--- src/rtl/instruction_fetch_unit.sv ---
// IF stage: owns the PC, issues req/gnt/rvalid word reads, and feeds a one-deep
// output slot plus a one-entry pending buffer to the IF/ID register.
module instruction_fetch_unit #(
    parameter logic [31:0] RESET_PC = 32'h0000_0000
) (
    input  logic        clock,
    input  logic        reset_n,
    output logic        imem_req,
    output logic [31:0] imem_addr,
    input  logic        imem_gnt,
    input  logic        imem_rvalid,
    input  logic [31:0] imem_rdata,
    input  logic        stall,
    input  logic        redirect,
    input  logic [31:0] redirect_pc,
    output logic [31:0] instOut,
    output logic [31:0] pcOut,
    output logic        inst_valid
);

    typedef enum logic [1:0] {REQ, WAIT, FULL, DRAIN} state_t;

    state_t      state;
    logic [31:0] pc;
    logic [31:0] fetch_pc;
    logic [31:0] pend_inst;
    logic [31:0] pend_pc;
    logic        consume;

    assign consume   = inst_valid & ~stall;
    // Moore outputs: decoded only from state and pc, never from inputs.
    assign imem_req  = (state == REQ);
    assign imem_addr = pc;

    always_ff @(posedge clock or negedge reset_n) begin
        if (!reset_n) begin
            state      <= REQ;
            pc         <= RESET_PC;
            fetch_pc   <= RESET_PC;
            pend_inst  <= 32'd0;
            pend_pc    <= 32'd0;
            instOut    <= 32'd0;
            pcOut      <= 32'd0;
            inst_valid <= 1'b0;
        end else if (redirect) begin
            // A consume this edge already happened in IF/ID; just flush our copy.
            pc         <= redirect_pc;
            inst_valid <= 1'b0;
            case (state)
                REQ:     state <= imem_gnt    ? DRAIN : REQ;
                WAIT:    state <= imem_rvalid ? REQ   : DRAIN;
                FULL:    state <= REQ;
                DRAIN:   state <= imem_rvalid ? REQ   : DRAIN;
                default: state <= REQ;
            endcase
        end else begin
            if (consume)
                inst_valid <= 1'b0;
            case (state)
                REQ: begin
                    if (imem_gnt) begin
                        fetch_pc <= pc;
                        pc       <= pc + 32'd4;
                        state    <= WAIT;
                    end
                end
                WAIT: begin
                    if (imem_rvalid) begin
                        if (!inst_valid || consume) begin
                            instOut    <= imem_rdata;
                            pcOut      <= fetch_pc + 32'd4;
                            inst_valid <= 1'b1;
                            state      <= REQ;
                        end else begin
                            pend_inst <= imem_rdata;
                            pend_pc   <= fetch_pc + 32'd4;
                            state     <= FULL;
                        end
                    end
                end
                FULL: begin
                    if (consume) begin
                        instOut    <= pend_inst;
                        pcOut      <= pend_pc;
                        inst_valid <= 1'b1;
                        state      <= REQ;
                    end
                end
                DRAIN: begin
                    if (imem_rvalid)
                        state <= REQ;
                end
                default: state <= REQ;
            endcase
        end
    end

endmodule
--- config.mk ---
export PLATFORM = sky130hd
export DESIGN_NAME = instruction_fetch_unit
export DESIGN_NICKNAME = d
export VERILOG_FILES = /design/src/rtl/instruction_fetch_unit.sv
export SDC_FILE = /design/constraint.sdc
export NUM_CORES = 1
export LEC_CHECK = 0
export ABC_AREA = 1
export CAP_MARGIN = 20
export CORE_AREA = 4 4 138 140
export DETAILED_ROUTE_END_ITERATION = 8
export DIE_AREA = 0 0 142 144
export PLACE_DENSITY = 0.91
export SKIP_CTS_REPAIR_TIMING = 1
export SLEW_MARGIN = 10
export SYNTH_ARGS = -nofsm -noshare
export SYNTH_HDL_FRONTEND = slang
export SYNTH_SLANG_ARGS = --single-unit
export TNS_END_PERCENT = 5
--- constraint.sdc ---
create_clock -name clock -period 4.25 [get_ports clock]
set_clock_uncertainty 0.05 [all_clocks]
set_input_delay 0.6375 -clock clock [delete_from_list [all_inputs] [get_ports clock]]
set_output_delay 0.6375 -clock clock [all_outputs]
set_load 0.02 [all_outputs]
== After elaboration in Yosys (flattened, before gate mapping) ==
Cells that the tools add are included.

* Bitwise operators: 4
* Muxes and demuxes: 27
* Add/sub/neg operators: 2
* Equality and inequality tests: 10
* Reduce and logical (&&, ||, !) cells: 12

{| class="wikitable"
|+ Operators with widths
! operator !! number
|-
| 32-bit two-way mux || 9
|-
| 32-bit one-hot mux with 2 select lines || 2
|-
| 32-bit by 3-bit adder with 32-bit output (second input constant) || 2
|-
| 2-bit two-way mux || 8
|-
| 3-bit inequality test (second input constant) || 3
|-
| 2-bit one-hot mux with 4 select lines || 1
|-
| 4-bit AND reduction || 2
|-
| 2-bit inequality test (second input constant) || 3
|-
| 2-bit one-hot mux with 3 select lines || 1
|-
| 2-bit nonzero test || 3
|-
| 1-bit two-way mux || 5
|-
| 5-bit AND reduction || 1
|-
| 2-bit equality test (second input constant) || 2
|-
| 3-bit by 1-bit inequality test with 1-bit output (second input constant) || 1
|-
| 1-bit inverter || 3
|-
| 3-bit AND reduction || 1
|-
| 2-bit by 1-bit equality test with 1-bit output (second input constant) || 1
|-
| 2-bit logical NOT || 1
|-
| 1-bit one-hot mux with 2 select lines || 1
|-
| 2-bit AND reduction || 1
|-
| 2-bit OR reduction || 1
|-
| 1-bit bitwise AND || 1
|-
| 1-bit logical NOT || 1
|-
| 1-bit logical OR || 1
|}

* Register bits after elaboration: 195
* Input bits: 70
* Logic and storage cells: 63
* Output and inout port bits: 98

== Depth between registers and ports, before layout ==
* Depth in word-level cells: 7
* Gate-level depth with buffers: 12

== Worst setup path after synthesis ==
Ideal clock, no wire load.

* Path type: register to register
* Start point: register state[0]
* End point: register pc[21] (netlist: imem_addr[21])
* Arrival time: 1.664 ns
* Path buffers: 2
* Period minus slack after synthesis: 1.784 ns
* Cell stages (with the launch flop): 9
* Path slack: 2.466 ns
* Path through: dfrtp_1 inv_1 ha_1 nand2_2 nor2_2 buf_2 buf_2 nand3_1 nand4_1

* Word-level cells in the longest chain between the ends: 3

{| class="wikitable"
|+ RTL lines
! what !! RTL line !! source
|-
| from (decl) || 23 || <nowiki>state_t state;</nowiki>
|-
| from (signal assigned) || 50 || <nowiki>REQ: state <= imem_gnt ? DRAIN : REQ;</nowiki>
|-
| from (signal assigned) || 51 || <nowiki>WAIT: state <= imem_rvalid ? REQ : DRAIN;</nowiki>
|-
| from (signal assigned) || 53 || <nowiki>DRAIN: state <= imem_rvalid ? REQ : DRAIN;</nowiki>
|-
| 2-bit logical NOT || n/a ||
|-
| named net imem_req || 8 || <nowiki>output logic imem_req,</nowiki>
|-
| 2-bit nonzero test (no line) || n/a ||
|-
| 2-bit AND reduction (no line) || n/a ||
|-
| to (signal assigned) || 47 || <nowiki>pc <= redirect_pc;</nowiki>
|-
| to (signal assigned) || 63 || <nowiki>pc <= pc + 32'd4;</nowiki>
|-
| to (decl) || 24 || <nowiki>logic [31:0] pc;</nowiki>
|}

The timed path passes the listed nets, and every way through them passes these cells.
A chain may end at the register's enable or synchronous reset.

== Worst setup path in the final report ==
* Start point: input redirect
* End point: register instOut[23]

* Word-level cells in the longest chain between the ends: 2

{| class="wikitable"
|+ RTL lines
! what !! RTL line !! source
|-
| from (decl) || 14 || <nowiki>input logic redirect,</nowiki>
|-
| 1-bit inverter (no line) || n/a ||
|-
| 5-bit AND reduction (no line) || n/a ||
|-
| to (signal assigned) || 70 || <nowiki>instOut <= imem_rdata;</nowiki>
|-
| to (signal assigned) || 83 || <nowiki>instOut <= pend_inst;</nowiki>
|-
| to (decl) || 16 || <nowiki>output logic [31:0] instOut,</nowiki>
|}

No other way between the ends.

==> flow_summary.ini <==
[floorplan]
ios = 168
core_sq_um = 17800
initial_utilization_pct = 54.4
floorplan.die.height_um = 144
standard_cell_rows = 49
die_width_um = 142
dieArea_sq_um = 20400

[power_and_ir_drop]
power.density_nw_per_um2 = 710
max-vdd-ir-drop_v = 0.000439
static_leakage_nw = 5.70

[clock_network]
tritoncts.num_buffers = 17
tritoncts_clock_tree = yes
clk_pin_slew_worst_paths_ps = 80
cts_htree_levels = 4
cts.sinks = 195
ctsLongestPathBuffers = 2
clkLatencyLatePin_ps = 440
clock_tree.root_cell = clkbuf_16

[yosys]
postSynth.topFlopCell = dfrtp_1
synth.lib_cells_used.distinct = 37
synthesis.area_per_instance_sq_um = 7.52
yosysWarningCount = 0
post_synth_inst_count = 1290
synth-seq-area-share_pct = 50.3
asyncSetResetFlopFracSynth_pct = 100
synth.net_count = 1367
ys_ff_latch = 195
netlist.area_leader.share_pct = 50.3
cell_taking_the_most_area_after_synthesis = dfrtp_1
synth_enable_flop_cells = 0
synth.most_common_cell = nand2_1
post_synth_top_cells = nand2_1 (500), dfrtp_1 (195), nor2_1 (154)
mappedNetlistArea_sq_um = 9700
ys_top_cells_by_area = dfrtp_1 (50%), nand2_1 (19%), nor2_1 (6.0%), o21ai_0 (3.5%), inv_1 (3.5%)

[global_route]
antenna_found_initial = 0
met2_usage_pct = 42.4
grt_pass1_vias = 8815
grtUsageMet3_pct = 4.96
grt_pass1_wl_um = 43400
use_met1_pct = 36.5
global_route.peak_usage_layer = met2
grt_max_degree = 103
overflow = 0
grtUsageTotal_pct = 26.3

[job]
maxCapViolations = 0

[timing]
rsz0062_at_grt = no
final_max_slew_viol_count = 0
hold_violations = 0
min_period_ps = 2730
setup-tns-final_ps = 0
slew_headroom_pct = 33.7
post-route-period-util_pct = 64.2
timing.fmax_mhz = 366
timing.final.ws_setup_ps = 1520
setup_viol = 0
worst_pin_slew_ps = 994

[worst_setup_path]
cp-start-kind = input port
timing.critical_path.from = redirect
worst-endpoint-required_ps = 4550
worst-endpoint-arrival_ps = 3030
cp-end-kind = flip-flop
r2r_start = state[1]
criticalPathCategory = in -> reg
critical_path_peak_fanout = 56
worst-r2r-setup-slack_ps = 1610

[placement]
port-buffer-count = 167
detailedPlacementHpwl_um = 18400
place_area_sq_um = 11500
placedCellCount = 1638
routability_congestion = 0.915
post_place_setup_slack_ps = 1130

[min_path]
worstHoldPathType = in -> async

[detailed_routing]
drt-vias-per-instance = 5.45
post_drt_wl_per_cell_um = 15.9
initialDrtViolationCount = 826
via_count = 9109
detail-route-antenna-nets = 0
finalWirelength_um = 26600
firstDrtPassIters = 8
remaining_drc_errors = 0

[final_layout]
n_antenna_cell = 0
post-route-cell-area_sq_um = 12200
fin_nets = 1506
syn2layout_area_growth_pct = 25.4
fillers = 1369
drive_gt1_share_pct = 4.51
finalNonFillerCells = 1671

[run_status]
result_of_the_run = complete, no violations
==> critical path: stages <==
cell	delay [ps]
clkdlybuf4s50_1	620
nor2_2	230
nand2_1	80
inv_2	70
nand2_4	260
inv_2	520
buf_12	300
nor2_1	80
a31oi_1	180
==> area by class of cell <==
cell class,count,area (sq um),area share (%)
flip-flops and latches,195,4880,40.1
multi-input cells,944,4190,34.5
repair buffers,176,1790,14.7
clock buffers,17,425,3.50
inverters,95,357,2.93
well taps,229,287,2.36
clock inverters,15,235,1.93
==> path summary, 6_finish.rpt <==
path / to / cells after the start
min reg2reg: pend_inst[1] / 2
min in group clock: pend_inst[1] / 2
min: instOut[12] / 1
max reg2reg: instOut[23] / 11
max in group asynchronous: fetch_pc[1] / 2
max: instOut[23] / 9
==> where the power goes <==
group / internal [mW] / switching [mW] / leakage, nW / total, mW
sequential: 2.67 / 0.602 / 2.36 / 3.27
combinational: 1.43 / 2.18 / 3.02 / 3.61
clock: 0.968 / 0.791 / 0.321 / 1.76
total: 5.07 / 3.57 / 5.70 / 8.64
==> cell usage in the layout, fill, tap and decap left out, drive strengths merged, types with 3 or more instances in the layout <==
cell type	instances
nor3	5
ha	7
clkbuf	18
bufinv	3
a31oi	52
nand2	504
dfrtp	195
o21ai	69
o211ai	6
nand4	5
o2111ai	3
buf	9
clkdlybuf4s50	166
o21a	3
nor2	162
xor2	10
clkinv	6
nand3	54
a21oi	46
inv	101
nand3b	6
==> state kept, by name, summed over array words and instances, names as in the netlist <==
name	flops
instOut	32
pend_pc	32
fetch_pc	32
imem_addr	32
pend_inst	32
pcOut	32
inst_valid	1
state	2
==> per-stage QoR <==
| step | util [%] | total power [mW] | hold WS, ps |
|---|---|---|---|
| after floorplan | - | 5.38 | 292 |
| after global placement | 64.3 | 6.65 | 403 |
| after detailed placement | 64.3 | 6.83 | 409 |
| after CTS | 68.0 | 8.61 | 253 |
| after global routing | 68.2 | 9.19 | 274 |
| final | 68.2 | 8.64 | 192 |
==> cell families after synthesis <==
kind of cell,Yosys count,synth area share (%)
AND/OR/NAND/NOR,740,30.3
flip-flops,195,50.3
AO/OA/AOI/OAI,185,10.7
buffers and inverters,151,6.61
XOR/XNOR,12,1.08
adder cells (fa/ha/maj),7,0.903
==> routing by layer <==
| layer | vias to the layer above | routed length, um |
|---|---|---|
| li1 | 4380 | - |
| met1 | 4281 | 11400 |
| met2 | 402 | 12600 |
| met3 | 46 | 1990 |
| met4 | 0 | 539 |
| met5 | - | 0 |
Note: power is estimated with default switching activity, not from simulation.
